<file path="src/rtl/vga_timing_gen.sv">
// Free-running VGA raster timing: pixel prescaler, h/v counters, syncs, active video.
// Define VGA_FRAME_CNT_EN to build the 16-bit frame counter; otherwise frame_cnt is 0.
`ifndef H_SIZE
`define H_SIZE 10
`endif
`ifndef V_SIZE
`define V_SIZE 10
`endif

module vga_timing_gen #(
    parameter int unsigned CLK_DIV   = 1,
    parameter int unsigned H_DISPLAY = 640,
    parameter int unsigned H_FRONT   = 16,
    parameter int unsigned H_SYNC    = 96,
    parameter int unsigned H_BACK    = 48,
    parameter int unsigned V_DISPLAY = 480,
    parameter int unsigned V_FRONT   = 10,
    parameter int unsigned V_SYNC    = 2,
    parameter int unsigned V_BACK    = 33,
    parameter bit          SYNC_POL  = 1'b0
) (
    input  logic                 clk,
    input  logic                 rst,
    output logic                 pixel_tick,
    output logic                 display_on,
    output logic                 vga_hsync,
    output logic                 vga_vsync,
    output logic [`H_SIZE-1:0]   x_addr,
    output logic [`V_SIZE-1:0]   y_addr,
    output logic                 line_start,
    output logic                 frame_start,
    output logic [15:0]          frame_cnt
);

    localparam int unsigned H_W     = `H_SIZE;
    localparam int unsigned V_W     = `V_SIZE;
    localparam int unsigned H_TOTAL = H_DISPLAY + H_FRONT + H_SYNC + H_BACK;
    localparam int unsigned V_TOTAL = V_DISPLAY + V_FRONT + V_SYNC + V_BACK;

    localparam logic [H_W-1:0] H_LAST   = H_W'(H_TOTAL - 1);
    localparam logic [H_W-1:0] H_VIS    = H_W'(H_DISPLAY);
    localparam logic [H_W-1:0] HS_FIRST = H_W'(H_DISPLAY + H_FRONT);
    localparam logic [H_W-1:0] HS_LAST  = H_W'(H_DISPLAY + H_FRONT + H_SYNC - 1);
    localparam logic [V_W-1:0] V_LAST   = V_W'(V_TOTAL - 1);
    localparam logic [V_W-1:0] V_VIS    = V_W'(V_DISPLAY);
    localparam logic [V_W-1:0] VS_FIRST = V_W'(V_DISPLAY + V_FRONT);
    localparam logic [V_W-1:0] VS_LAST  = V_W'(V_DISPLAY + V_FRONT + V_SYNC - 1);
    localparam logic [3:0]     DIV_LAST = 4'(CLK_DIV - 1);

    if (H_TOTAL > (1 << H_W)) begin : g_bad_h
        $error("vga_timing_gen: H_TOTAL does not fit in H_SIZE bits");
    end
    if (V_TOTAL > (1 << V_W)) begin : g_bad_v
        $error("vga_timing_gen: V_TOTAL does not fit in V_SIZE bits");
    end
    if (CLK_DIV < 1 || CLK_DIV > 16) begin : g_bad_div
        $error("vga_timing_gen: CLK_DIV must be in 1..16");
    end

    logic [3:0]     div_q, div_d;
    logic [H_W-1:0] h_cnt_q, h_cnt_d;
    logic [V_W-1:0] v_cnt_q, v_cnt_d;
    logic           hs_act, vs_act;

    always_comb begin
        div_d       = div_q;
        h_cnt_d     = h_cnt_q;
        v_cnt_d     = v_cnt_q;
        pixel_tick  = (div_q == DIV_LAST);
        line_start  = pixel_tick && (h_cnt_q == H_LAST);
        frame_start = line_start && (v_cnt_q == V_LAST);
        if (pixel_tick) begin
            div_d   = '0;
            h_cnt_d = (h_cnt_q == H_LAST) ? '0 : h_cnt_q + 1'b1;
            if (line_start) begin
                v_cnt_d = (v_cnt_q == V_LAST) ? '0 : v_cnt_q + 1'b1;
            end
        end else begin
            div_d = div_q + 4'd1;
        end
    end

    always_ff @(posedge clk) begin
        if (rst) begin
            div_q   <= '0;
            h_cnt_q <= H_LAST;
            v_cnt_q <= V_LAST;
        end else begin
            div_q   <= div_d;
            h_cnt_q <= h_cnt_d;
            v_cnt_q <= v_cnt_d;
        end
    end

    // Sync and video flags decode straight from the counters: zero added latency.
    always_comb begin
        hs_act     = (h_cnt_q >= HS_FIRST) && (h_cnt_q <= HS_LAST);
        vs_act     = (v_cnt_q >= VS_FIRST) && (v_cnt_q <= VS_LAST);
        display_on = (h_cnt_q < H_VIS) && (v_cnt_q < V_VIS);
        vga_hsync  = hs_act ? SYNC_POL : ~SYNC_POL;
        vga_vsync  = vs_act ? SYNC_POL : ~SYNC_POL;
        x_addr     = h_cnt_q;
        y_addr     = v_cnt_q;
    end

`ifdef VGA_FRAME_CNT_EN
    logic [15:0] frame_cnt_q, frame_cnt_d;

    always_comb begin
        frame_cnt_d = frame_start ? frame_cnt_q + 16'd1 : frame_cnt_q;
    end

    always_ff @(posedge clk) begin
        if (rst) begin
            frame_cnt_q <= '0;
        end else begin
            frame_cnt_q <= frame_cnt_d;
        end
    end

    assign frame_cnt = frame_cnt_q;
`else
    assign frame_cnt = 16'h0000;
`endif

endmodule

</file>
<file path="config.mk">
export PLATFORM = sky130hd
export DESIGN_NAME = vga_timing_gen
export DESIGN_NICKNAME = d
export VERILOG_FILES = /design/src/rtl/vga_timing_gen.sv
export SDC_FILE = /design/constraint.sdc
export NUM_CORES = 1
export LEC_CHECK = 0
export ABC_AREA = 1
export BUFFER_PORTS_ARGS = -buffer_cell sky130_fd_sc_hd__buf_2
export CORE_MARGIN = 1.5
export CORE_UTILIZATION = 52
export CTS_CLUSTER_SIZE = 24
export DETAILED_ROUTE_END_ITERATION = 8
export PLACE_DENSITY_LB_ADDON = 0.08
export SETUP_SLACK_MARGIN = 0.2
export SLEW_MARGIN = 30
export SYNTH_ARGS = -nofsm -noshare
export SYNTH_HDL_FRONTEND = slang
export SYNTH_SLANG_ARGS = --single-unit
export TNS_END_PERCENT = 100
</file>
<file path="constraint.sdc">
create_clock -name clk -period 1.9 [get_ports clk]
set_clock_uncertainty 0.1 [all_clocks]
set_input_delay 0.285 -clock clk [delete_from_list [all_inputs] [get_ports clk]]
set_output_delay 0.285 -clock clk [all_outputs]
set_load 0.05 [all_outputs]
</file>
==> Yosys cells after proc, flatten, opt, wreduce, memory -nomap -nowiden <==
Index checks and enable logic that the tools add are counted.
{ "op_classes": {"n_bitwise": 0, "shifts": 0, "mul": 0, "n_eq_ne": 2, "addsub": 3, "reduce_logical": 8, "div": 0, "mux": 4, "order_cmp": 6} }
{ "ops": {"columns": ["op", "count"], "rows": [
  ["adder 10 x 1 -> 10 bit (second input constant)", 2],
  ["== test 10 bit (second input constant)", 2],
  ["2-to-1 mux 10 bit", 2],
  [">= comparator 10 bit (second input constant)", 1],
  [">= comparator 10 x 9 -> 1 bit (second input constant)", 1],
  ["less-or-equal comparator 10 bit (second input constant)", 1],
  ["less-or-equal comparator 10 x 9 -> 1 bit (second input constant)", 1],
  ["< comparator 10 bit (second input constant)", 1],
  ["< comparator 10 x 9 -> 1 bit (second input constant)", 1],
  ["logical AND 1 bit", 5],
  ["adder 4 x 1 -> 4 bit (second input constant)", 1],
  ["zero test 4 bit", 1],
  ["2-to-1 mux 1 bit", 2],
  ["AND reduction 2 bit", 1],
  ["OR reduction 2 bit", 1]
]} }
{ "word_totals": {"reg_bits": 24, "rom_bits": 0, "latch_bits": 0, "output_inout_bits": 42, "inputBits": 2, "ramBits": 0, "elab_cells": 26, "mem_count": 0} }

==> Depth between registers and ports, before layout <==
Gate-level depths: netlist (run 1).
{ "depth": {"depth_word": 3, "depth_mapped": 9, "ltp_nobuf": 8} }

==> Least setup slack after synthesis (run 1) <==
OpenSTA, ideal clock, no wires.
{ "synth_path": {"path_type": "reg2out", "startpoint": "register h_cnt_q[8] (netlist: x_addr[8])", "endpoint": "output port display_on", "n_path_buf": 0, "setup_slack_ps": -818, "t_required_ps": 1515, "path_stages_with_launch": 3, "arrival_ps": 2333, "path_cell_list": "dfxtp_1 -> nor3_1 -> nor4_1"} }
{ "synth_via": {"elab_chain_cells": 2} }
{ "synth_rtl": {"columns": ["item", "line", "source"], "rows": [
  ["start, declared", "61", "logic [H_W-1:0] h_cnt_q, h_cnt_d;"],
  ["start signal, assigned", "90", "h_cnt_q <= h_cnt_d;"],
  ["< comparator 10 bit", "99", "display_on = (h_cnt_q < H_VIS) && (v_cnt_q < V_VIS);"],
  ["logical AND 1 bit", "99", null],
  ["end, declared", "25", "output logic display_on,"]
]} }
Every way passes these cells.

==> Worst setup path in the final report (run 1) <==
{ "layout_path": {"startpoint": "register h_cnt_q[1] (netlist: x_addr[1])", "endpoint": "output port frame_start"} }
{ "layout_via": {"elab_chain_cells": 3} }
{ "layout_rtl": {"columns": ["item", "line", "source"], "rows": [
  ["== test 10 bit", "70", "line_start = pixel_tick && (h_cnt_q == H_LAST);"],
  ["logical AND 1 bit", "70", null],
  ["logical AND 1 bit", "71", "frame_start = line_start && (v_cnt_q == V_LAST);"],
  ["end, declared", "31", "output logic frame_start,"]
]} }
Every way passes these cells.

==> impl_summary.md, run 1 <==
Run status
The run finished with clean final reports.

Yosys
The synthesized area per cell is 7.07 µm². The number of warnings printed during yosys synthesis is 0. The number of different library cells used by synthesis comes to 31.

The number of instances in the synthesized netlist is around 230. The share of synthesized area in the top cell type comes to 29.8%. The register area share after synthesis is just under 30%. The combined area of all synthesized cells is about 1600 µm². The number of flip-flops and latches in the synthesized netlist is 24. The cell accounting for the most synthesized area is sky130_fd_sc_hd__dfxtp_1.

In the post-synthesis netlist, the biggest area contributors are sky130_fd_sc_hd__dfxtp_1 (30%), sky130_fd_sc_hd__nand2_1 (10%), sky130_fd_sc_hd__nand3_1 (8.1%).

Drt
The total wire length is between 3000 and 4000 µm. The average wire per standard cell is 12.4 µm. Using the TritonRoute via totals, the vias-per-cell ratio works out to 5.02.

The detailed-route via count is between 1500 and 2000. The remaining antenna violation count is 0. The initial detailed-routing violation count is 90.

The first detailed-routing pass ran for 4 iterations. The number of design rule violations left after detail routing is 0.

Global routing
Global routing used 38.0% of the available met2 tracks. The global-route usage over all layers is between 20 and 25%. The number of global-route vias before repair is about 1400. For this run the aggregate overflow at the end of global routing stands at 0. The global routing met3 resource utilization is 2.20%.

The most utilized layer in the global route result is met2. The first global-routing pass estimated about 5900 µm of wire. Entering global routing, the biggest net connects 15 pins. Global routing consumed, on the met1 layer, 28.8% of the routing resources. The initial antenna violation count is 0.

Hold path
The path class of the lowest-slack min-delay path is in2reg.

Layout
After routing the design area is 2220 µm². The fraction of layout instances using a drive strength above 1 is 42.1%. The footprint of the multi-input gates is 1040 µm². The area growth from synthesis to final layout is 37.4%. The number of inserted filler cells in the final layout is 244.

The total inserted antenna cells is 0. Across the whole layout, storage elements account for ~540 µm². The number of nets at the end of the flow is 290.

Clock tree
The number of H-tree levels is 1. At the later pin of the worst-skew pair, clock insertion delay measures 0.32 ns. CTS saw 24 sinks. The CTS tree is yes.

The tree is rooted in a sky130_fd_sc_hd__clkbuf_4. Clock-pin slew was measured on the worst setup and hold paths at 0.14 ns. The clock passes through at most 2 buffers.

Buffers inserted during clock tree synthesis total 3. The number of hold buffers added after CTS was 0.

Floorplanning
The number of placed I/O pins is 44. The die span in y is 58.7 µm. The initial core utilization is 53.7%. The number of placement rows is 20. The floorplan step set the die width to between 50 and 60 µm.

The total core area is about 3000 µm². The die covers 3440 µm².

Worst setup path
STA classifies the critical path startpoint as a flip-flop. The critical path class is reg2out. The endpoint required time on the critical path is 1.51 ns. The capturing element type of the critical path is an output port. Along the worst path, the maximum fanout reaches 4.

The endpoint arrival time on the critical path is between 1.5 and 2 ns.

Pwr
The leakage dissipation is 1.04 nW. The design draws ~3.6 mW. In this run the power density over the cells is approximately 1600 nW/µm². IR analysis of the VDD net gives a maximum drop of 1100 µV.

STA
The tightest hold path in the finished design has a slack of 0.184 ns. The count of pins over their slew limit is 0. Timing would allow up to 0.527 GHz. The final count of hold timing violations is 0.

Setup violations remaining at the end of the flow were counted as 0. The part of the cycle the worst path needs is 99.8%. Setup repair after global routing could not meet its margin everywhere. The minimum period implied by the final worst setup slack is around 1.9 ns.

Placement
The global placement routability congestion is 0.856. The number of input and output port buffers inserted is 27. In this run the cell area measured after placement is 1850 µm². The HPWL after detailed placement is 2590 µm.

Job
The number of max-capacitance violations reported is 0.
-- state kept, by name, indices dropped and copies added (netlist names) --
signal  count
y_addr     10
x_addr     10
div_q       4
-- layer usage --
metal | part of all wire [%] | vias up
met5 | 0 | -
met4 | 1.2 | 0
met3 | 3.8 | 5
met2 | 50 | 45
met1 | 45 | 715
li1 | - | 806
-- cell usage after synthesis, drive strengths merged --
cell type and count:
nor3 7, buf 18, nor2 21, o21ai 4
nand3 27, nor4 2, or2 1, inv 36
nand4 7, a21oi 8, conb 1, ha 7
clkbuf 1, dfxtp 24, xor2 4, nand3b 1
o21bai 1, nand2 49, o211ai 7, xnor2 2
-- repair_timing --
| item | 4_1_cts | 5_1_grt |
|---|---|---|
| gates resized for setup | 32 | 22 |
| endpoints found under the hold margin | 0 | 0 |
| pin swaps | 7 | 10 |
| gates cloned | 0 | 0 |
| setup endpoints to repair | 6 | 6 |
| setup buffers | 11 | 9 |
-- final timing paths --
path / from / to / slack [ns] / cells after the start
max reg2reg: div_q[0] / y_addr[1] / 0.28 / 8
min reg2reg: div_q[0] / div_q[0] / 0.42 / 2
max: x_addr[1] / frame_start / 0.004 / 6
min: rst / y_addr[0] / 0.18 / 3
-- logic make-up after synthesis --
kind of cell	Yosys count	synth area share, %
AND/OR/NAND/NOR	115	37.2
buffers and inverters	55	16.7
flip-flops	24	29.8
AO/OA/AOI/OAI	20	7.45
adder cells (fa/ha/maj)	7	5.43
XOR/XNOR	6	3.26
other	1	0.233
-- through the flow --
step	instances	setup slack [ns]	setup TNS [ns]	utilization [%]
final	313	0.00388	0	73.8
after global routing	313	-0.0903	-0.149	73.8
after CTS	304	0.00669	0	68.8
after detailed placement	289	0.148	0	61.5
after global placement	289	0.175	0	61.5
after floorplan	243	0.0233	0	-
-- worst max-delay path, stage by stage, from the launching register on --
cell and delay, ns:
sky130_fd_sc_hd__dfxtp_4 0.40, sky130_fd_sc_hd__ha_4 0.15, sky130_fd_sc_hd__nand4_1 0.18, sky130_fd_sc_hd__nor2_4 0.17
sky130_fd_sc_hd__nand2_2 0.08, sky130_fd_sc_hd__clkinvlp_4 0.08, sky130_fd_sc_hd__buf_8 0.13
-- cell type report --
class                           instances  share of cell area [%]
Inverter                               36                    7.17
Multi-Input combinational cell        164                    47.0
Clock inverter                          1                    1.36
Clock buffer                            3                    1.02
Timing Repair Buffer                   52                    17.3
Tap cell                               33                    1.86
Sequential cell                        24                    24.2
-- where the power goes --
part | internal [mW] | total, mW | leakage [nW] | switching (mW)
sequential | 0.692 | 0.869 | 0.202 | 0.177
combinational | 0.776 | 2.34 | 0.813 | 1.57
clock | 0.213 | 0.371 | 0.0279 | 0.157
-- cells in the final DEF, fill, tap and decap left out, drive strengths merged --
master | Yosys | final
dfxtp | 24 | 24
inv | 36 | 34
ha | 7 | 7
nor2 | 21 | 21
clkinv | 0 | 1
o21bai | 1 | 1
conb | 1 | 16
buf | 18 | 52
nand2 | 49 | 49
o211ai | 7 | 7
or2 | 1 | 1
bufinv | 0 | 1
clkbuf | 1 | 3
xor2 | 4 | 4
a21oi | 8 | 8
nor3 | 7 | 7
nor4 | 2 | 2
nand4 | 7 | 7
nand3 | 27 | 27
o21ai | 4 | 4
clkinvlp | 0 | 1
xnor2 | 2 | 2
nand3b | 1 | 1
(Power assumes the default switching activity.)
==> inputs of run 2 (changes only) <==
CELL_PAD_IN_SITES_DETAIL_PLACEMENT = 0   (was not set)
CELL_PAD_IN_SITES_GLOBAL_PLACEMENT = 1   (was not set)
CORE_UTILIZATION = 36   (was 52)
==> run 2 against run 1 <==
Compared with the run above:
- critical path depth did not move
- combinational power barely moved
- sequential share of layout area fell by 0.55 points
- worst setup slack improved by 0.068 ns
- cell count rose by 7.0%
- total power rose by 1.9%
- non-clock buffer count rose by 3
- first-iteration DRC count fell by 47%
- global-route usage fell by 4.9 points
- largest power group unchanged
- highest routed layer unchanged
==> impl_summary.md, run 2 (synthesis gave the netlist of run 1 again) <==
Run status
The run finished with clean final reports.

Worst setup path
The element type at the critical path start is a flip-flop. The worst stage delay on the critical path came to 0.38 ns (-0.02 ns). The internal reg-to-reg setup slack is 0.35 ns (+0.07 ns). The timing startpoint of the critical path is x_addr[1].

The maximum net fanout on the critical path is 3 (-1). The worst reg2reg path depth is 7 (-1). The signal on the critical path passes through ha_4 -> nand4_1 -> nor2_4 -> nand2_2 -> clkinvlp_4 -> buf_8. For this design, the slowest cell found on the critical path is sky130_fd_sc_hd__dfxtp_4. The endpoint arrival time on the critical path was 1.44 ns (-0.07 ns).

The start of the worst register-to-register path is div_q[2]. The worst register-to-register path ends at y_addr[1]. The critical path ends at frame_start. The critical path class is reg2out.

The capturing element type of the critical path is an output port. The endpoint required time on the critical path was 1.51 ns (about the same).

Layout
The fraction of layout instances using a drive strength above 1 is 43.1% (+0.97 points). The number of nets at the end of the flow is 293 (+1.0%). The total inserted antenna cells is 0 (unchanged). The area growth from synthesis to final layout is 40.0%. The non-filler instance count after layout is 335 (+7.0%). In the layout the commonest cells are sky130_fd_sc_hd__nand2_1 (40), sky130_fd_sc_hd__buf_4 (26), sky130_fd_sc_hd__nand3_1 (25), sky130_fd_sc_hd__inv_1 (23), sky130_fd_sc_hd__buf_2 (21). The most common cell after layout, fill and taps aside is sky130_fd_sc_hd__nand2_1.

Floorplanning
The total die area is 4890 µm² (+42%). The number of placement rows is 24 (+20%). The width of the chip came to 69.9 µm (+19%). The die span in y was 69.9 µm (+19%).

The total core area is 4320 µm² (+44%). The number of placed I/O pins is 44 (unchanged). The initial core utilization was 37.3% (-16 points).

Clock tree
The clock-pin slew on the worst setup and hold paths was 0.09 ns (-0.05 ns). The CTS tree is yes. The number of sinks driven by the clock tree is 24 (unchanged). The quantity of hold-fixing buffers added after cts came to 0 (unchanged). The deepest clock path buffer count is 2 (unchanged). The clock network latency to the later pin of the worst-skew pair was 0.27 ns (-0.05 ns). The library cell used as clock root buffer is sky130_fd_sc_hd__clkbuf_8. The number of H-tree levels is 1 (unchanged). The CTS buffer count is 3 (unchanged).

STA
The final hold slack is 0.249 ns (+0.0657 ns). The achievable clock frequency is 0.547 GHz (+3.7%). Setup repair after global routing could not meet its margin everywhere. The total setup violations reported at the end of the flow is 0 (unchanged). The part of the cycle the worst path needs is 96.2% (-3.6 points). The count of pins over their slew limit is 0 (unchanged).

The minimum period implied by the final worst setup slack is 1.83 ns (-0.0682 ns). The final count of hold timing violations was 0 (unchanged).

Global routing
The global-route usage over all layers is 17.3% (-4.9 points). The initial antenna violation count is 0 (unchanged). The residual overflow from global routing is 0 (unchanged). The wire length of the first global-routing pass is 6910 µm (+17%). The number of global-route vias before repair is 1502 (+11%). The largest net degree at the start of global routing came to 15 (unchanged).

Pwr
The leakage dissipation was 1.05 nW (+0.89%). The internal power component is 1.75 mW (+4.1%). The maximum resistive drop on vdd is 1050 µV (-4.1%). The part of the total power dissipated in combinational logic is 63.9% (-1.5 points).

The share of power burned in registers is 23.6% (-0.7 points). The clock group share of total power is 12.5% (+2.2 points). The net load switching power is 1.90 mW (about the same). The switching share of power is 52.1% (-0.99 points). The total power divided by cell area is 1620 nW/µm² (about the same).

Drt
The average wire per standard cell is 12.1 µm (-1.7%). The initial detailed-routing violation count is 48 (-47%). The number of design rule violations left after detail routing is 0 (unchanged). The remaining antenna violation count is 0 (unchanged). The total wire length is 4070 µm (+5.2%). The detailed-route via count is 1554 (-1.1%). The mean number of vias per cell is 4.64 (-7.6%). The number of optimization iterations in the first detailed-route pass is 4 (unchanged).

Placement
The number of instances in the placed design is 308 (+6.6%). The global placement routability congestion came to 0.766 (-10%). The number of input and output port buffers inserted is 27 (unchanged). The placed wire-length estimate after detailed placement is 2890 µm (+11%).

Hold path
The tightest min-delay check is of the in2reg type.

Job
The number of max-capacitance violations reported is 0 (unchanged).
## run 2: cell types whose count changed in the layout (fill, tap and decap cells not counted), sizes merged
| cell | previous run | this run |
|---|---|---|
| clkinv | 1 | 0 |
| buf | 52 | 55 |
| inv | 34 | 35 |
## run 2: power groups by stage
stage               sequential, mW  clock, mW  combinational (mW)
floorplan                     1.28          0                1.17
global placement             0.849          0                2.04
detailed placement           0.850          0                2.03
CTS                          0.840      0.476                2.26
global route                 0.888      0.493                2.54
finish                       0.861      0.457                2.33
## run 2: repair_timing
item,CTS,global route
setup endpoints to repair,6,6
cloned,0,0
gates resized for setup,30,20
pin swaps,9,13
setup buffers,14,9
## run 2: area by class of cell
class | instances | area [µm²]
well taps | 52 | 65.1
clock buffers | 3 | 41.3
repair buffers | 55 | 402
fillers | 443 | 2070
clock inverters | 1 | 30.0
inverters | 36 | 151
flip-flops and latches | 24 | 534
multi-input cells | 164 | 1030
## run 2: critical path: cells and delay by family (launching register included)
kind	cells	cell delay, ns
adder cells (fa/ha/maj)	1	0.15
AND/OR/NAND/NOR	3	0.44
buffers and inverters	2	0.21
flip-flops	1	0.38
## run 2: routing by layer
metal / wire, µm / vias to the layer above / GRT usage [%] / share of wire (%)
met2: 2010 / 35 / 29.3 / 49
met4: 57 / 0 / 6.62 / 1.4
met5: 0 / - / 0 / 0
met1: 1870 / 702 / 22.0 / 46
met3: 127 / 6 / 2.74 / 3.1
li1: - / 811 / - / -
## run 2: how the worst min path moves through the flow
stage	startpoint	to	slack (ns)	cells after the start
after floorplan	div_q[0]	div_q[0]	0.33	1
after global placement	div_q[0]	div_q[0]	0.35	1
after detailed placement	div_q[0]	div_q[0]	0.35	1
after CTS	rst	y_addr[0]	0.24	3
after global routing	rst	y_addr[6]	0.27	3
final	rst	y_addr[0]	0.25	3
## run 2: stage by stage
| stage | TNS (ns) | total power, mW | utilization, % | setup WS [ns] | area (µm²) |
|---|---|---|---|---|---|
| floorplan | 0 | 2.45 | - | 0.0233 | 1770 |
| global placement | 0 | 2.89 | 43.3 | 0.165 | 1870 |
| detailed placement | 0 | 2.88 | 43.3 | 0.132 | 1870 |
| CTS | 0 | 3.58 | 49.2 | 0.0570 | 2130 |
| global route | -0.00429 | 3.93 | 52.2 | -0.00429 | 2260 |
| finish | 0 | 3.65 | 52.2 | 0.0720 | 2260 |
